### config.mk
export PLATFORM = sky130hd
export DESIGN_NAME = cart_bus_ctrl_flat
export DESIGN_NICKNAME = d
export VERILOG_FILES = /design/src/rtl/cart_bus_if.sv /design/src/rtl/cart_bus_ctrl.sv /design/src/flat_wrapper.sv
export SDC_FILE = /design/constraint.sdc
export NUM_CORES = 1
export LEC_CHECK = 0
export ABC_CLOCK_PERIOD_IN_PS = 9200
export CORE_MARGIN = 1
export CORE_UTILIZATION = 30
export DETAILED_ROUTE_END_ITERATION = 16
export GPL_TIMING_DRIVEN = 0
export RECOVER_POWER = 100
export SYNTH_ARGS = -nofsm -noshare
export SYNTH_HDL_FRONTEND = slang
export SYNTH_SLANG_ARGS = --single-unit
### constraint.sdc
create_clock -name clk -period 9.2 [get_ports clk]
set_clock_uncertainty 0.15 [all_clocks]
set_input_delay 1.84 -clock clk [delete_from_list [all_inputs] [get_ports clk]]
set_output_delay 1.84 -clock clk [all_outputs]
set_load 0.02 [all_outputs]
### src/rtl/cart_bus_if.sv
// cart_bus_if -- Atari cartridge-slot bus plus cartridge ROM port.
//
// Groups the signals the cartridge controller exchanges with the console
// slot (address, data, phase 2, R/W, MARIA halt, tristate and level-shifter
// controls) and with the ROM (address out, data in).
//
//   slave  : the cartridge controller side (samples the slot, drives ROM address,
//            data-out, tristate and level-shifter controls)
//   master : the console / ROM side (drives the slot and ROM data)
//
// Parameter BANK_BITS sizes mem_addr (14 + BANK_BITS bits) and must match
// the controller instance it is connected to.
interface cart_bus_if #(
    parameter int BANK_BITS = 3
);
    logic [15:0]           a;
    logic [7:0]            d_in;
    logic                  phi2;
    logic                  rw;
    logic                  halt;
    logic [13+BANK_BITS:0] mem_addr;
    logic [7:0]            mem_data;
    logic [7:0]            d_out;
    logic                  d_oe;
    logic                  buf_dir;
    logic                  buf_oe;

    modport slave (
        input  a, d_in, phi2, rw, halt, mem_data,
        output mem_addr, d_out, d_oe, buf_dir, buf_oe
    );

    modport master (
        output a, d_in, phi2, rw, halt, mem_data,
        input  mem_addr, d_out, d_oe, buf_dir, buf_oe
    );
endinterface

### src/rtl/cart_bus_ctrl.sv
// cart_bus_ctrl -- Atari 7800 cartridge bus controller.
//
// Synchronizes the asynchronous slot signals into the clk domain, maps the
// upper 48 KB of the CPU address space onto banked ROM, drives read data back
// onto the slot, and turns CPU writes into either peripheral register strobes
// or bank-register updates. A write is captured while phase 2 is high and
// committed once, when phase 2 falls.
//
// Ports:
//   clk, rst    system clock, synchronous active-high reset
//   bus         cart_bus_if.slave: a, d_in, phi2, rw, halt, mem_data in;
//               mem_addr, d_out, d_oe, buf_dir, buf_oe out
//   per_we      one-clk peripheral write strobe
//   per_sel     one-hot peripheral window select (PERIPH_CNT bits)
//   per_addr    peripheral register index (A[3:0])
//   per_wdata   peripheral write data
//   bank        current bank register ($8000-$BFFF window)
//   active      console activity flag
//
// Optional feature: define CART_ACTIVITY_EN to build the phase-2 activity
// detector; without it, active is tied to 0 and no counter exists.
module cart_bus_ctrl #(
    parameter int          BANK_BITS   = 3,
    parameter logic [11:0] PERIPH_BASE = 12'h045,
    parameter int          PERIPH_CNT  = 1,
    parameter int          SYNC_STAGES = 2,
    parameter logic [22:0] ACT_TIMEOUT = 23'h100000
) (
    input  logic                  clk,
    input  logic                  rst,
    cart_bus_if.slave             bus,
    output logic                  per_we,
    output logic [PERIPH_CNT-1:0] per_sel,
    output logic [3:0]            per_addr,
    output logic [7:0]            per_wdata,
    output logic [BANK_BITS-1:0]  bank,
    output logic                  active
);

    typedef enum logic [1:0] {IDLE, CPU, DMA} state_t;

    localparam logic [BANK_BITS-1:0] BANK_HI = '1;
    localparam logic [BANK_BITS-1:0] BANK_LO = BANK_HI - 1'b1;

    if (SYNC_STAGES < 1 || PERIPH_CNT < 1 || PERIPH_CNT > 4 || ACT_TIMEOUT == '0) begin : g_param_check
        $error("cart_bus_ctrl: illegal parameter value");
    end

    // One-hot hit vector of the peripheral windows for an address.
    function automatic logic [PERIPH_CNT-1:0] periph_dec(input logic [15:0] addr);
        logic [PERIPH_CNT-1:0] sel;
        sel = '0;
        for (int i = 0; i < PERIPH_CNT; i++)
            sel[i] = (addr[15:4] == (PERIPH_BASE + 12'(i)));
        return sel;
    endfunction

    function automatic logic bank_win(input logic [15:0] addr);
        return addr[15:14] == 2'b10;
    endfunction

    // ---------------- input synchronizers ----------------
    logic [15:0]            a_sync [SYNC_STAGES];
    logic [SYNC_STAGES-1:0] phi2_sync;
    logic [SYNC_STAGES-1:0] rw_sync;
    logic [SYNC_STAGES-1:0] halt_sync;

    always_ff @(posedge clk) begin
        if (rst) begin
            for (int i = 0; i < SYNC_STAGES; i++)
                a_sync[i] <= '0;
            phi2_sync <= '0;
            rw_sync   <= '0;
            halt_sync <= '0;
        end else begin
            a_sync[0]    <= bus.a;
            phi2_sync[0] <= bus.phi2;
            rw_sync[0]   <= bus.rw;
            halt_sync[0] <= bus.halt;
            for (int i = 1; i < SYNC_STAGES; i++) begin
                a_sync[i]    <= a_sync[i-1];
                phi2_sync[i] <= phi2_sync[i-1];
                rw_sync[i]   <= rw_sync[i-1];
                halt_sync[i] <= halt_sync[i-1];
            end
        end
    end

    logic [15:0] a_s;
    logic        phi2_s;
    logic        rw_s;
    logic        halt_s;

    assign a_s    = a_sync[SYNC_STAGES-1];
    assign phi2_s = phi2_sync[SYNC_STAGES-1];
    assign rw_s   = rw_sync[SYNC_STAGES-1];
    assign halt_s = halt_sync[SYNC_STAGES-1];

    // ---------------- decode ----------------
    state_t                 state;
    logic                   wr_pend;
    logic [15:0]            wr_addr;
    logic [7:0]             wr_data;
    logic [PERIPH_CNT-1:0]  a_sel;
    logic [PERIPH_CNT-1:0]  wr_sel;
    logic                   wr_bank;
    logic                   d_oe_next;
    logic                   wr_hit;
    logic                   cpu_next;
    logic                   commit;
    logic [BANK_BITS-1:0]   bank_sel;

    assign a_sel   = periph_dec(a_s);
    assign wr_sel  = periph_dec(wr_addr);
    assign wr_bank = bank_win(wr_addr);

    assign d_oe_next = (a_s[15:14] != 2'b00) & rw_s & ((state == CPU) | (state == DMA));
    assign wr_hit    = ~rw_s & phi2_s & halt_s & ((|a_sel) | bank_win(a_s));

    // cpu_next: the FSM is in (or entering) CPU this clk, so a write sample is
    // taken even when phase 2 is high for a single clk.
    assign cpu_next = halt_s & phi2_s & (state != DMA);
    // Commit only on the CPU -> IDLE edge; a CPU -> DMA exit drops the write.
    assign commit   = (state == CPU) & halt_s & ~phi2_s & wr_pend;

    always_comb begin
        bank_sel = bank;
        case (a_s[15:14])
            2'b01:   bank_sel = BANK_LO;
            2'b10:   bank_sel = bank;
            2'b11:   bank_sel = BANK_HI;
            default: bank_sel = bank;
        endcase
    end

    // ---------------- ROM address / read data ----------------
    always_ff @(posedge clk)
        bus.mem_addr <= {bank_sel, a_s[13:0]};

    // ROM answers one clk after mem_addr, so data is valid two clks after a_s.
    assign bus.d_out = bus.mem_data;

    // Last sample of the write phase wins.
    always_ff @(posedge clk) begin
        if (cpu_next && !rw_s) begin
            wr_addr <= a_s;
            wr_data <= bus.d_in;
        end
    end

    // ---------------- bus FSM and registered outputs ----------------
    always_ff @(posedge clk) begin
        if (rst) begin
            state       <= IDLE;
            wr_pend     <= 1'b0;
            bus.d_oe    <= 1'b0;
            bus.buf_oe  <= 1'b1;
            bus.buf_dir <= 1'b0;
            per_we      <= 1'b0;
            per_sel     <= '0;
            per_addr    <= '0;
            per_wdata   <= '0;
            bank        <= '0;
        end else begin
            bus.d_oe    <= d_oe_next;
            bus.buf_dir <= rw_s;
            bus.buf_oe  <= ~(d_oe_next | wr_hit);
            per_we      <= 1'b0;

            case (state)
                IDLE:    if (!halt_s) state <= DMA;
                         else if (phi2_s) state <= CPU;
                CPU:     if (!halt_s) state <= DMA;
                         else if (!phi2_s) state <= IDLE;
                DMA:     if (halt_s) state <= IDLE;
                default: state <= IDLE;
            endcase

            if (!halt_s)
                wr_pend <= 1'b0;
            else if (cpu_next && !rw_s)
                wr_pend <= 1'b1;
            else if (commit)
                wr_pend <= 1'b0;

            if (commit) begin
                if ((|wr_sel) || wr_bank)
                    per_wdata <= wr_data;
                if (|wr_sel) begin
                    per_we   <= 1'b1;
                    per_sel  <= wr_sel;
                    per_addr <= wr_addr[3:0];
                end
                if (wr_bank)
                    bank <= wr_data[BANK_BITS-1:0];
            end
        end
    end

    // ---------------- activity detector ----------------
`ifdef CART_ACTIVITY_EN
    logic        phi2_prev;
    logic [22:0] act_cnt;

    always_ff @(posedge clk) begin
        if (rst) begin
            phi2_prev <= 1'b0;
            act_cnt   <= '0;
            active    <= 1'b0;
        end else begin
            phi2_prev <= phi2_s;
            if (phi2_s != phi2_prev) begin
                active  <= 1'b1;
                act_cnt <= ACT_TIMEOUT;
            end else if (act_cnt != '0) begin
                act_cnt <= act_cnt - 1'b1;
            end else begin
                active  <= 1'b0;
            end
        end
    end
`else
    assign active = 1'b0;
`endif

endmodule
### src/flat_wrapper.sv
// flat-port wrapper written by rule: the top's interface ports become plain ports
module cart_bus_ctrl_flat 
#(
    parameter int          BANK_BITS   = 3,
    parameter logic [11:0] PERIPH_BASE = 12'h045,
    parameter int          PERIPH_CNT  = 1,
    parameter int          SYNC_STAGES = 2,
    parameter logic [22:0] ACT_TIMEOUT = 23'h100000
)
  (clk, rst, per_we, per_sel, per_addr, per_wdata, bank, active, bus_a, bus_d_in, bus_phi2, bus_rw, bus_halt, bus_mem_data, bus_mem_addr, bus_d_out, bus_d_oe, bus_buf_dir, bus_buf_oe);
  cart_bus_if #(.BANK_BITS(BANK_BITS)) bus_i ();
  input  logic clk;
  input  logic rst;
  output logic per_we;
  output logic [PERIPH_CNT-1:0] per_sel;
  output logic [3:0] per_addr;
  output logic [7:0] per_wdata;
  output logic [BANK_BITS-1:0] bank;
  output logic active;
  input wire logic [$bits(bus_i.a)-1:0] bus_a;
  input wire logic [$bits(bus_i.d_in)-1:0] bus_d_in;
  input wire logic [$bits(bus_i.phi2)-1:0] bus_phi2;
  input wire logic [$bits(bus_i.rw)-1:0] bus_rw;
  input wire logic [$bits(bus_i.halt)-1:0] bus_halt;
  input wire logic [$bits(bus_i.mem_data)-1:0] bus_mem_data;
  output wire logic [$bits(bus_i.mem_addr)-1:0] bus_mem_addr;
  output wire logic [$bits(bus_i.d_out)-1:0] bus_d_out;
  output wire logic [$bits(bus_i.d_oe)-1:0] bus_d_oe;
  output wire logic [$bits(bus_i.buf_dir)-1:0] bus_buf_dir;
  output wire logic [$bits(bus_i.buf_oe)-1:0] bus_buf_oe;
  assign bus_i.a = bus_a;
  assign bus_i.d_in = bus_d_in;
  assign bus_i.phi2 = bus_phi2;
  assign bus_i.rw = bus_rw;
  assign bus_i.halt = bus_halt;
  assign bus_i.mem_data = bus_mem_data;
  assign bus_mem_addr = bus_i.mem_addr;
  assign bus_d_out = bus_i.d_out;
  assign bus_d_oe = bus_i.d_oe;
  assign bus_buf_dir = bus_i.buf_dir;
  assign bus_buf_oe = bus_i.buf_oe;
  cart_bus_ctrl #(.BANK_BITS(BANK_BITS), .PERIPH_BASE(PERIPH_BASE), .PERIPH_CNT(PERIPH_CNT), .SYNC_STAGES(SYNC_STAGES), .ACT_TIMEOUT(ACT_TIMEOUT)) u_core (.clk(clk), .rst(rst), .bus(bus_i), .per_we(per_we), .per_sel(per_sel), .per_addr(per_addr), .per_wdata(per_wdata), .bank(bank), .active(active));
endmodule
==> impl_results.md, run 1 <==
* Status: complete, no violations
* Area grow syn2layout at 33.49%
* 1st-iter DRT viols at 46
* Buf/Inv on CP at 2
* CTS H-Tree Depth at 3
* Maximum VDD drop at 0.07743 mV
* Max-cap viol count at 0
* CP max stage cell: dlygate4sd3_1
* Pwr dens at around 180 nW/um2
* Via-to-Cell Ratio at ~4.2
* CP Cell Sequence: buf_4 > dlygate4sd3_1
* Post-route cell area at 4379 um2
* Clk sinks at approximately 100
* Initial antenna violation count at 0
* Ranking of synthesized cells by area: dfxtp_1 48%, edfxtp_1 22%, nor2b_1 7.4%, buf_4 2.3%, mux2i_1 2.1%
* Vias in the first global route at between 1500 and 2000
* Async SR Flop Fraction at 0%
* Syn Area/Cell at 13.18 um2
* HP Class: reg2reg
* Hold WS at around 0.21 ns
* CP top delay family: buffers and inverters
* Die Height at 106.6 um
* Number of synthesized flops with an enable pin at 24
* Reg2Reg Depth at 5
* Fin Setup TNS at 0 ns
* Vias at around 2000
* Worst-margin pin slew at between 0.8 and 0.9 ns
* Pre-CTS setup slack at between 4 and 5 ns
* Peak Freq at about 0.22 GHz
* Setup CP Type: in2out
* Final Hold Viols at 0
* Pleak at roughly 0.0017 uW
* Most common cell after layout, fill and taps aside: dfxtp_1
* Layout cells sized above 1 at roughly 12%
* Hold Path Depth at 0
* Clock Latency Late Sink at between 0.3 and 0.4 ns
* Starting Density at a little under a third
* RSZ-0062 raised after global routing: false
* GPL Wtd Cong at ~0.67
* Synth top area share at a little under half
* Final Slew Violations at 0
* Minimum clock period at ~4.6 ns
* Crit end category: output port
* Synthesized area at 3281 um2
* # setup viols final at 0
* Cell count along the critical path at 2
* Clock power share at 35.0%
* CP Max Fanout at 1
* DRT Wirelength at 5579 um
* Hold_buf cts at 0
* Buffers on Ports at a little over 70
* Net Sw Frac at 24.42%
* N_diodes at 0
* Largest stage delay, worst path at 0.64 ns
* Sequential cell area fraction in the yosys report at 69.57%
* Post-synth cell types at ~40
* CP arrival at about 2.6 ns
* Detailed placer's ending HPWL at approximately 4000 um
* CTS tree: built
* Comb pwr share at under 10%
* Max Root-Sink Buffers at 2
* Drt first pass iters at 4
* Postcts setup bufs at 0
* Net Switching at ~200 uW
* Die area at 11360 um2
* Pin count of the biggest net entering global routing at 22
* Total GRT Usage at a little over a tenth
* Site row count at 37
* CTS resizes at 0
* Commonest cells after routing, fill and taps aside: 78 x dfxtp_1, 53 x dlygate4sd3_1, 39 x nor2b_1, 24 x edfxtp_1, 19 x clkdlybuf4s50_1
* Root Driver: clkbuf_8
* First-pass GRT wire length at around 9000 um
* Cts bufs inserted at 9
* Top FF cell, synth: dfxtp_1
* Seq cells post-synth at 102
* Nets at 374
* Syn nets at 289
* CP startpoint kind: input pin
* Critical Path RT at approximately 7 ns
* DRC viols at 0
* Max-slew headroom at between 40% and 50%
* Ys Warns at 0
* Flop pwr share at between 50 and 60%
* WL per Instance at around 12 um
* Chip width at approximately 110 um
* Post-route ant nets at 0
* Area after DPL at 4199 um2
* Post-synth top area cell: dfxtp_1
* Ports at 83
* Final worst-path cycle share at 49.74%
* Total gr overflow at 0
* Final setup margin at 4.624 ns
* Pint at 606.5 uW
* Core ar. at between 10000 and 15000 um2
* Clock slew at reported path FFs at 0.11 ns
* Synthesized instance count at approximately 250
[power groups by stage]
| stage | sequential, uW | combinational, uW | clock [uW] |
|---|---|---|---|
| floorplan | 487 | 22.2 | 0 |
| global placement | 485 | 49.7 | 0 |
| detailed placement | 485 | 50.8 | 0 |
| CTS | 475 | 51.1 | 288 |
| global route | 476 | 51.9 | 308 |
| finish | 475 | 47.1 | 281 |
[metal layers]
metal	GRT usage (%)	wire length, um
met5	0	0
met3	3.343	359
met4	4.892	93
met2	17.74	2808
met1	12.18	2318
[registers in the layout (all words and copies together) (netlist names)]
| name | count |
|---|---|
| u_core.per_addr | 4 |
| u_core.wr_data | 8 |
| u_core.phi2_sync | 2 |
| u_core.wr_addr | 16 |
| u_core.bus.buf_dir | 1 |
| u_core.bus.buf_oe | 1 |
| u_core.per_sel | 1 |
| u_core.bus.d_oe | 1 |
| u_core.per_we | 1 |
| u_core.a_sync | 32 |
| u_core.bank | 3 |
| u_core.rw_sync | 2 |
| u_core.state | 2 |
| u_core.bus.mem_addr | 17 |
| u_core.halt_sync | 2 |
| u_core.per_wdata | 8 |
| u_core.wr_pend | 1 |
[kinds of logic after synthesis]
logic type / after synthesis / share of synthesized area [%]
other: 1 / 0.1143
buffers and inverters: 21 / 3.814
AO/OA/AOI/OAI: 29 / 5.073
AND/OR/NAND/NOR: 85 / 17.81
adder cells (fa/ha/maj): 3 / 1.144
multiplexers: 8 / 2.479
flip-flops: 102 / 69.57
[stage by stage]
step	power, uW	instances	utilization, %
6_report	802.5	475	41.86
5_1_grt	836.3	475	41.86
4_1_cts	814.7	475	42.14
3_5_place_dp	536.2	459	40.13
3_3_place_gp	534.8	457	39.87
2_1_floorplan	509.6	249	-
[synthesized netlist by cell type, types with 2 or more instances]
cell type  instances
nor2_1             8
a31o_2             2
nand3_1            8
a21oi_1           13
o21ai_0            2
edfxtp_1          24
nor2b_1           39
o21ai_1            8
mux2i_1            7
nand2_1            2
or2_2              2
nand2b_1           8
clkbuf_1           5
dfxtp_1           78
buf_4             10
nor3_1             3
inv_1              4
ha_1               3
[final timing paths]
path / startpoint / to / slack [ns]
max reg2reg: u_core.state[0] / u_core.wr_addr[5] / 6.35
max: bus_mem_data[6] / bus_d_out[6] / 4.62
min: u_core.a_sync[0][16] / u_core.bus.mem_addr[0] / 0.21
min reg2reg: u_core.a_sync[0][16] / u_core.bus.mem_addr[0] / 0.21
[area by class of cell]
cell class              count  area, um2
fillers                  1055       6083
flip-flops and latches    102       2282
multi-input cells         126      868.3
repair buffers             74      728.2
well taps                 136      170.2
clock buffers               9      123.9
plain buffers              17      105.1
clock inverters             7      86.33
inverters                   4      15.01
Note: power is estimated with default switching activity, not from simulation.
==> inputs of run 2 (changes only) <==
ABC_CLOCK_PERIOD_IN_PS = 4000   (was 9200)
clock period = 4 ns   (was 9.2 ns; I/O delays follow)
==> run 2 against run 1 <==
Against the previous run:
- total power is 130% higher
- combinational power rose by 130%
- cell area decreased by 0.71%
- clock power rose by 130%
- flip-flop and latch count did not move
- hold slack barely moved
- critical path type is now reg2reg
- critical endpoint is now u_core.wr_addr[5]
- largest power group unchanged
==> impl_results.md, run 2 (synthesized netlist as in run 1, its figures left out) <==
* Max reg flops at 32 (unchanged)
* CTS tree: built
* Via-to-Cell Ratio at 4.154 (-1.2%)
* Final Slew Violations at 0 (unchanged)
* Global route hottest layer: met2
* Die Height at 106.6 um (unchanged)
* Hold WS at 0.2078 ns (+0.000001000 ns)
* Starting Density at 31.36% (unchanged)
* GPL Wtd Cong at 0.6724 (unchanged)
* Die area at 11360 um2 (unchanged)
* CP Max Fanout at 12 (+11)
* Post-route ant nets at 0 (unchanged)
* Peak Freq at 0.3522 GHz
* CTS resizes at 0 (unchanged)
* Vias in the first global route at 1953 (unchanged)
* CTS H-Tree Depth at 3 (unchanged)
* Commonest cells after routing, fill and taps aside: 78 x dfxtp_1, 53 x dlygate4sd3_1, 39 x nor2b_1, 24 x edfxtp_1, 19 x clkdlybuf4s50_1
* Vias at 1973 (-1.2%)
* Crit end category: flip-flop
* Minimum clock period at roughly 2.8 ns
* Maximum VDD drop at 0.1781 mV (+130%)
* Total GRT Usage at 10.54% (unchanged)
* Biggest regs: u_core.a_sync: 32 flops, u_core.bus.mem_addr: 17 flops, u_core.wr_addr: 16 flops
* Total gr overflow at 0 (unchanged)
* Util after Layout at 41.56% (-0.30 points)
* Postcts setup bufs at 0 (unchanged)
* GRT met3 Usage at 3.343% (unchanged)
* Pleak at 0.001674 uW (-2.1%)
* Status: complete, no violations
* Most common cell after layout, fill and taps aside: dfxtp_1
* Final Hold Viols at 0 (unchanged)
* Nets at 374 (unchanged)
* Area grow syn2layout at 32.53%
* CP arrival at 2.69 ns (+0.10 ns)
* HP Class: reg2reg
* Met2 Resource Use GR at 17.74% (unchanged)
* Root Driver: clkbuf_8
* Worst-margin pin slew at 0.6540 ns (-0.1571 ns)
* Setup CP Type: reg2reg
* Drt first pass iters at 4 (unchanged)
* Met1 GRT Util at 12.18% (unchanged)
* DRT Wirelength at 5565 um (-0.25%)
* Fin Setup TNS at 0 ns (unchanged)
* Core ar. at 10460 um2 (unchanged)
* Hold_buf cts at 0 (unchanged)
* N_diodes at 0 (unchanged)
* Critical Path RT at 3.86 ns (-3.35 ns)
* Clock slew at reported path FFs at 0.11 ns (about the same)
* Detailed placer's ending HPWL at 4031 um (unchanged)
* Layout cells sized above 1 at 10.62% (-0.88 points)
* Max-cap viol count at 0 (unchanged)
* Ports at 83 (unchanged)
* Clock Latency Late Sink at 0.37 ns (about the same)
* Site row count at 37 (unchanged)
* # setup viols final at 0 (unchanged)
* First-pass GRT wire length at 8997 um (unchanged)
* Pwr dens at 424.8 nW/um2 (+130%)
* Largest Register: u_core.a_sync
* Max-slew headroom at 56.19% (+11 points)
* Buffers on Ports at 72 (unchanged)
* Final worst-path cycle share at 70.99%
* Fillers at 1062 (+0.66%)
* Chip width at 106.6 um (unchanged)
* Pin count of the biggest net entering global routing at 22 (unchanged)
* 1st-iter DRT viols at 43 (-6.5%)
* DRC viols at 0 (unchanged)
* Clk sinks at 102 (unchanged)
* Max Root-Sink Buffers at 2 (unchanged)
* Initial antenna violation count at 0 (unchanged)
* Cts bufs inserted at 9 (unchanged)
* RSZ-0062 raised after global routing: false
* CP startpoint kind: flip-flop
* WL per Instance at 11.72 um (-0.25%)
==> run 2: changes by cell type in the layout (fill, tap and decap cells not counted) <==
cell,before,now
o21ai_1,8,0
nor2_8,1,0
nand2b_1,8,9
nand2b_4,1,0
clkbuf_1,9,10
o21ai_0,2,10
buf_6,1,0
nor2_1,8,9
==> run 2: per-stage QoR <==
| stage | setup WS, ns | total power (uW) | area [um2] | cells |
|---|---|---|---|---|
| after global routing | 0.8683 | 1923 | 4348 | 475 |
| after detailed placement | 1.578 | 1233 | 4199 | 459 |
| after floorplan | 1.018 | 1172 | 3281 | 249 |
| after CTS | 1.575 | 1874 | 4409 | 475 |
| final | 1.160 | 1847 | 4348 | 475 |
| after global placement | 0.2167 | 1230 | 4172 | 457 |
==> run 2: routing by layer <==
layer  part of all wire, %  vias up
li1                      -     1000
met1                    42      892
met2                    50       72
met3                   6.5        9
met4                   1.5        0
met5                     0        -
==> run 2: path summary, 6_finish.rpt <==
check	start	endpoint	slack [ns]	cells past startpoint
worst max-delay path	u_core.state[0]	u_core.wr_addr[5]	1.16	5
worst min register to register	u_core.a_sync[0][16]	u_core.bus.mem_addr[0]	0.21	0
worst min-delay path	u_core.a_sync[0][16]	u_core.bus.mem_addr[0]	0.21	0
worst max register to register	u_core.state[0]	u_core.wr_addr[5]	1.16	5
==> run 2: final cells by class <==
cell class / instances / area, um2 / area share [%]
inverter: 4 / 15.01 / 0.3453
timing repair buffer: 74 / 728.2 / 16.75
clock buffer: 9 / 123.9 / 2.849
clock inverter: 7 / 86.33 / 1.986
tap: 136 / 170.2 / 3.914
multi-input combinational: 126 / 844.6 / 19.42
sequential: 102 / 2282 / 52.49
buffer: 17 / 97.59 / 2.245
==> run 2: power by group <==
group / internal, uW / total (uW) / switching, uW
logic: 61.2 / 108 / 46.6
clock network: 254 / 647 / 393
registers: 1080 / 1090 / 12.3
total: 1390 / 1850 / 452
==> run 2: critical path: stages, from the launching register on <==
cell and delay [ns]:
dfxtp_1 0.37, inv_1 0.08, ha_1 0.25, nor3_1 0.57
clkbuf_1 0.52, clkbuf_1 0.53
==> inputs of run 3 (changes only) <==
ABC_CLOCK_PERIOD_IN_PS = 2900   (was 4000)
clock period = 2.9 ns   (was 4 ns; I/O delays follow)
==> run 3 against run 2 <==
Against the previous run:
- wire length is 0.52% higher
- clock power is 23% higher
- critical endpoint is now u_core.wr_addr[6]
- largest cell class unchanged
- combinational power is 40% higher
==> impl_results.md, run 3 (synthesized netlist as in run 1, its figures left out) <==
* N_diodes at 0 (unchanged)
* CP startpoint kind: flip-flop
* Chip width at 106.6 um (unchanged)
* Vias at 1963 (-0.51%)
* Post-route cell area at 4357 um2 (+0.20%)
* Clk sinks at 102 (unchanged)
* Final Hold Viols at 0 (unchanged)
* Routed metal-1 wire length at 2459 um (+5.4%)
* First-pass GRT wire length at 8590 um (-4.5%)
* 1st-iter DRT viols at 51 (+19%)
* Peak Freq at 0.4469 GHz (+27%)
* CP arrival at 2.15 ns (-0.54 ns)
* Drt first pass iters at 4 (unchanged)
* Routed met2 length at 2762 um (-0.90%)
* Fin Setup TNS at 0 ns (unchanged)
* Max-cap viol count at 0 (unchanged)
* Die Height at 106.6 um (unchanged)
* # setup viols final at 0 (unchanged)
* Largest Register: u_core.a_sync
* CTS H-Tree Depth at 3 (unchanged)
* Vias in the first global route at 1875 (-4.0%)
* DRT Wirelength at 5594 um (+0.52%)
* Worst-margin pin slew at 0.9887 ns (+0.3347 ns)
* Highest Signal Layer: met4
* RSZ-0062 raised after global routing: false
* Setup CP Type: reg2reg
* Ports at 83 (unchanged)
* Pleak at 0.001693 uW (+1.1%)
* Total gr overflow at 0 (unchanged)
* Starting Density at 31.36% (unchanged)
* Die area at 11360 um2 (unchanged)
* Most common cell after layout, fill and taps aside: dfxtp_1
* Max Root-Sink Buffers at 2 (unchanged)
* CP Max Fanout at 21 (+9)
* Initial antenna violation count at 0 (unchanged)
* CTS resizes at 0 (unchanged)
* Maximum VDD drop at 0.2863 mV (+61%)
* Layout cells sized above 1 at 11.24% (+0.62 points)
* DRC viols at 0 (unchanged)
* Post-route ant nets at 0 (unchanged)
* Buffers on Ports at 72 (unchanged)
* Detailed placer's ending HPWL at 4076 um (+1.1%)
* WL per Instance at 11.80 um (+0.73%)
* Pwr dens at 563.8 nW/um2 (+33%)
* Postcts setup bufs at 0 (unchanged)
* Final worst-path cycle share at 77.15% (+6.2 points)
* Max reg flops at 32 (unchanged)
* GPL Wtd Cong at 0.6605 (-1.8%)
* Final Slew Violations at 0 (unchanged)
* Clock Latency Late Sink at 0.35 ns (-0.02 ns)
* Biggest regs: u_core.a_sync: 32 flops, u_core.bus.mem_addr: 17 flops, u_core.wr_addr: 16 flops
* CTS tree: built
* Minimum clock period at 2.237 ns (-0.6022 ns)
* Nets at 373 (-0.27%)
* Site row count at 37 (unchanged)
* Hold_buf cts at 0 (unchanged)
* Status: complete, no violations
* Commonest cells after routing, fill and taps aside: 78 x dfxtp_1, 53 x dlygate4sd3_1, 39 x nor2b_1, 24 x edfxtp_1, 19 x clkdlybuf4s50_1
* Cts bufs inserted at 9 (unchanged)
* Crit end category: flip-flop
* Max-slew headroom at 33.58% (-23 points)
* Area grow syn2layout at 32.80%
* Pin count of the biggest net entering global routing at 22 (unchanged)
* Area after DPL at 4210 um2 (+0.27%)
* DR WL met3 at 302 um (-16%)
* Total GRT Usage at 10.14% (-0.41 points)
* Root Driver: clkbuf_8
* Critical Path RT at 2.81 ns (-1.05 ns)
* HP Class: reg2reg
* Via-to-Cell Ratio at 4.141 (-0.30%)
* Core ar. at 10460 um2 (unchanged)
* Clock slew at reported path FFs at 0.10 ns (about the same)
-- run 3: changes by cell type in the layout (fill, tap and decap cells not counted), moves of 2 or more --
| cell | delta |
|---|---|
| clkinv_8 | -2 |
| clkinvlp_4 | +2 |
| inv_6 | +2 |
| clkbuf_1 | -2 |
-- run 3: metal layers --
| layer | up-vias | global-route usage (%) |
|---|---|---|
| li1 | 997 | - |
| met1 | 896 | 11.56 |
| met2 | 63 | 17.56 |
| met3 | 7 | 3.343 |
| met4 | 0 | 3.816 |
| met5 | - | 0 |
-- run 3: path summary, 6_finish.rpt --
kind	start	to	slack, ns	cells after the start
hold / removal	u_core.a_sync[0][16]	u_core.bus.mem_addr[0]	0.21	0
hold reg to reg	u_core.a_sync[0][16]	u_core.bus.mem_addr[0]	0.21	0
setup / recovery	u_core.state[0]	u_core.wr_addr[6]	0.66	4
setup reg to reg	u_core.state[0]	u_core.wr_addr[6]	0.66	4
-- run 3: power breakdown --
| part | internal, uW | switching [uW] |
|---|---|---|
| Clock | 320 | 479 |
| Combinational | 85.3 | 66.0 |
| Sequential | 1490 | 17.2 |
| Total | 1890 | 562 |
-- run 3: metrics by stage --
| stage | hold slack (ns) | worst slack, ns | utilization, % | cells | total power (uW) |
|---|---|---|---|---|---|
| global route | 0.2117 | 0.4910 | 41.64 | 474 | 2559 |
| CTS | 0.2079 | 0.8188 | 41.94 | 474 | 2501 |
| global placement | 0.1908 | 0.1873 | 39.92 | 457 | 1697 |
| detailed placement | 0.1898 | 0.9228 | 40.24 | 458 | 1703 |
| finish | 0.2078 | 0.6625 | 41.64 | 474 | 2456 |
| floorplan | 0.1765 | 0.6610 | - | 249 | 1617 |
-- run 3: worst max-delay path, stage by stage (launching register included) --
cell	delay, ns
dfxtp_1	0.38
inv_1	0.09
ha_1	0.25
nor3_1	0.82
buf_16	0.25
-- run 3: layout make-up --
type	count	area (um2)
plain buffers	17	97.59
clock buffers	9	123.9
clock inverters	7	53.80
fillers	1025	6106
inverters	4	15.01
multi-input cells	126	865.8
flip-flops and latches	102	2282
well taps	136	170.2
repair buffers	73	748.2
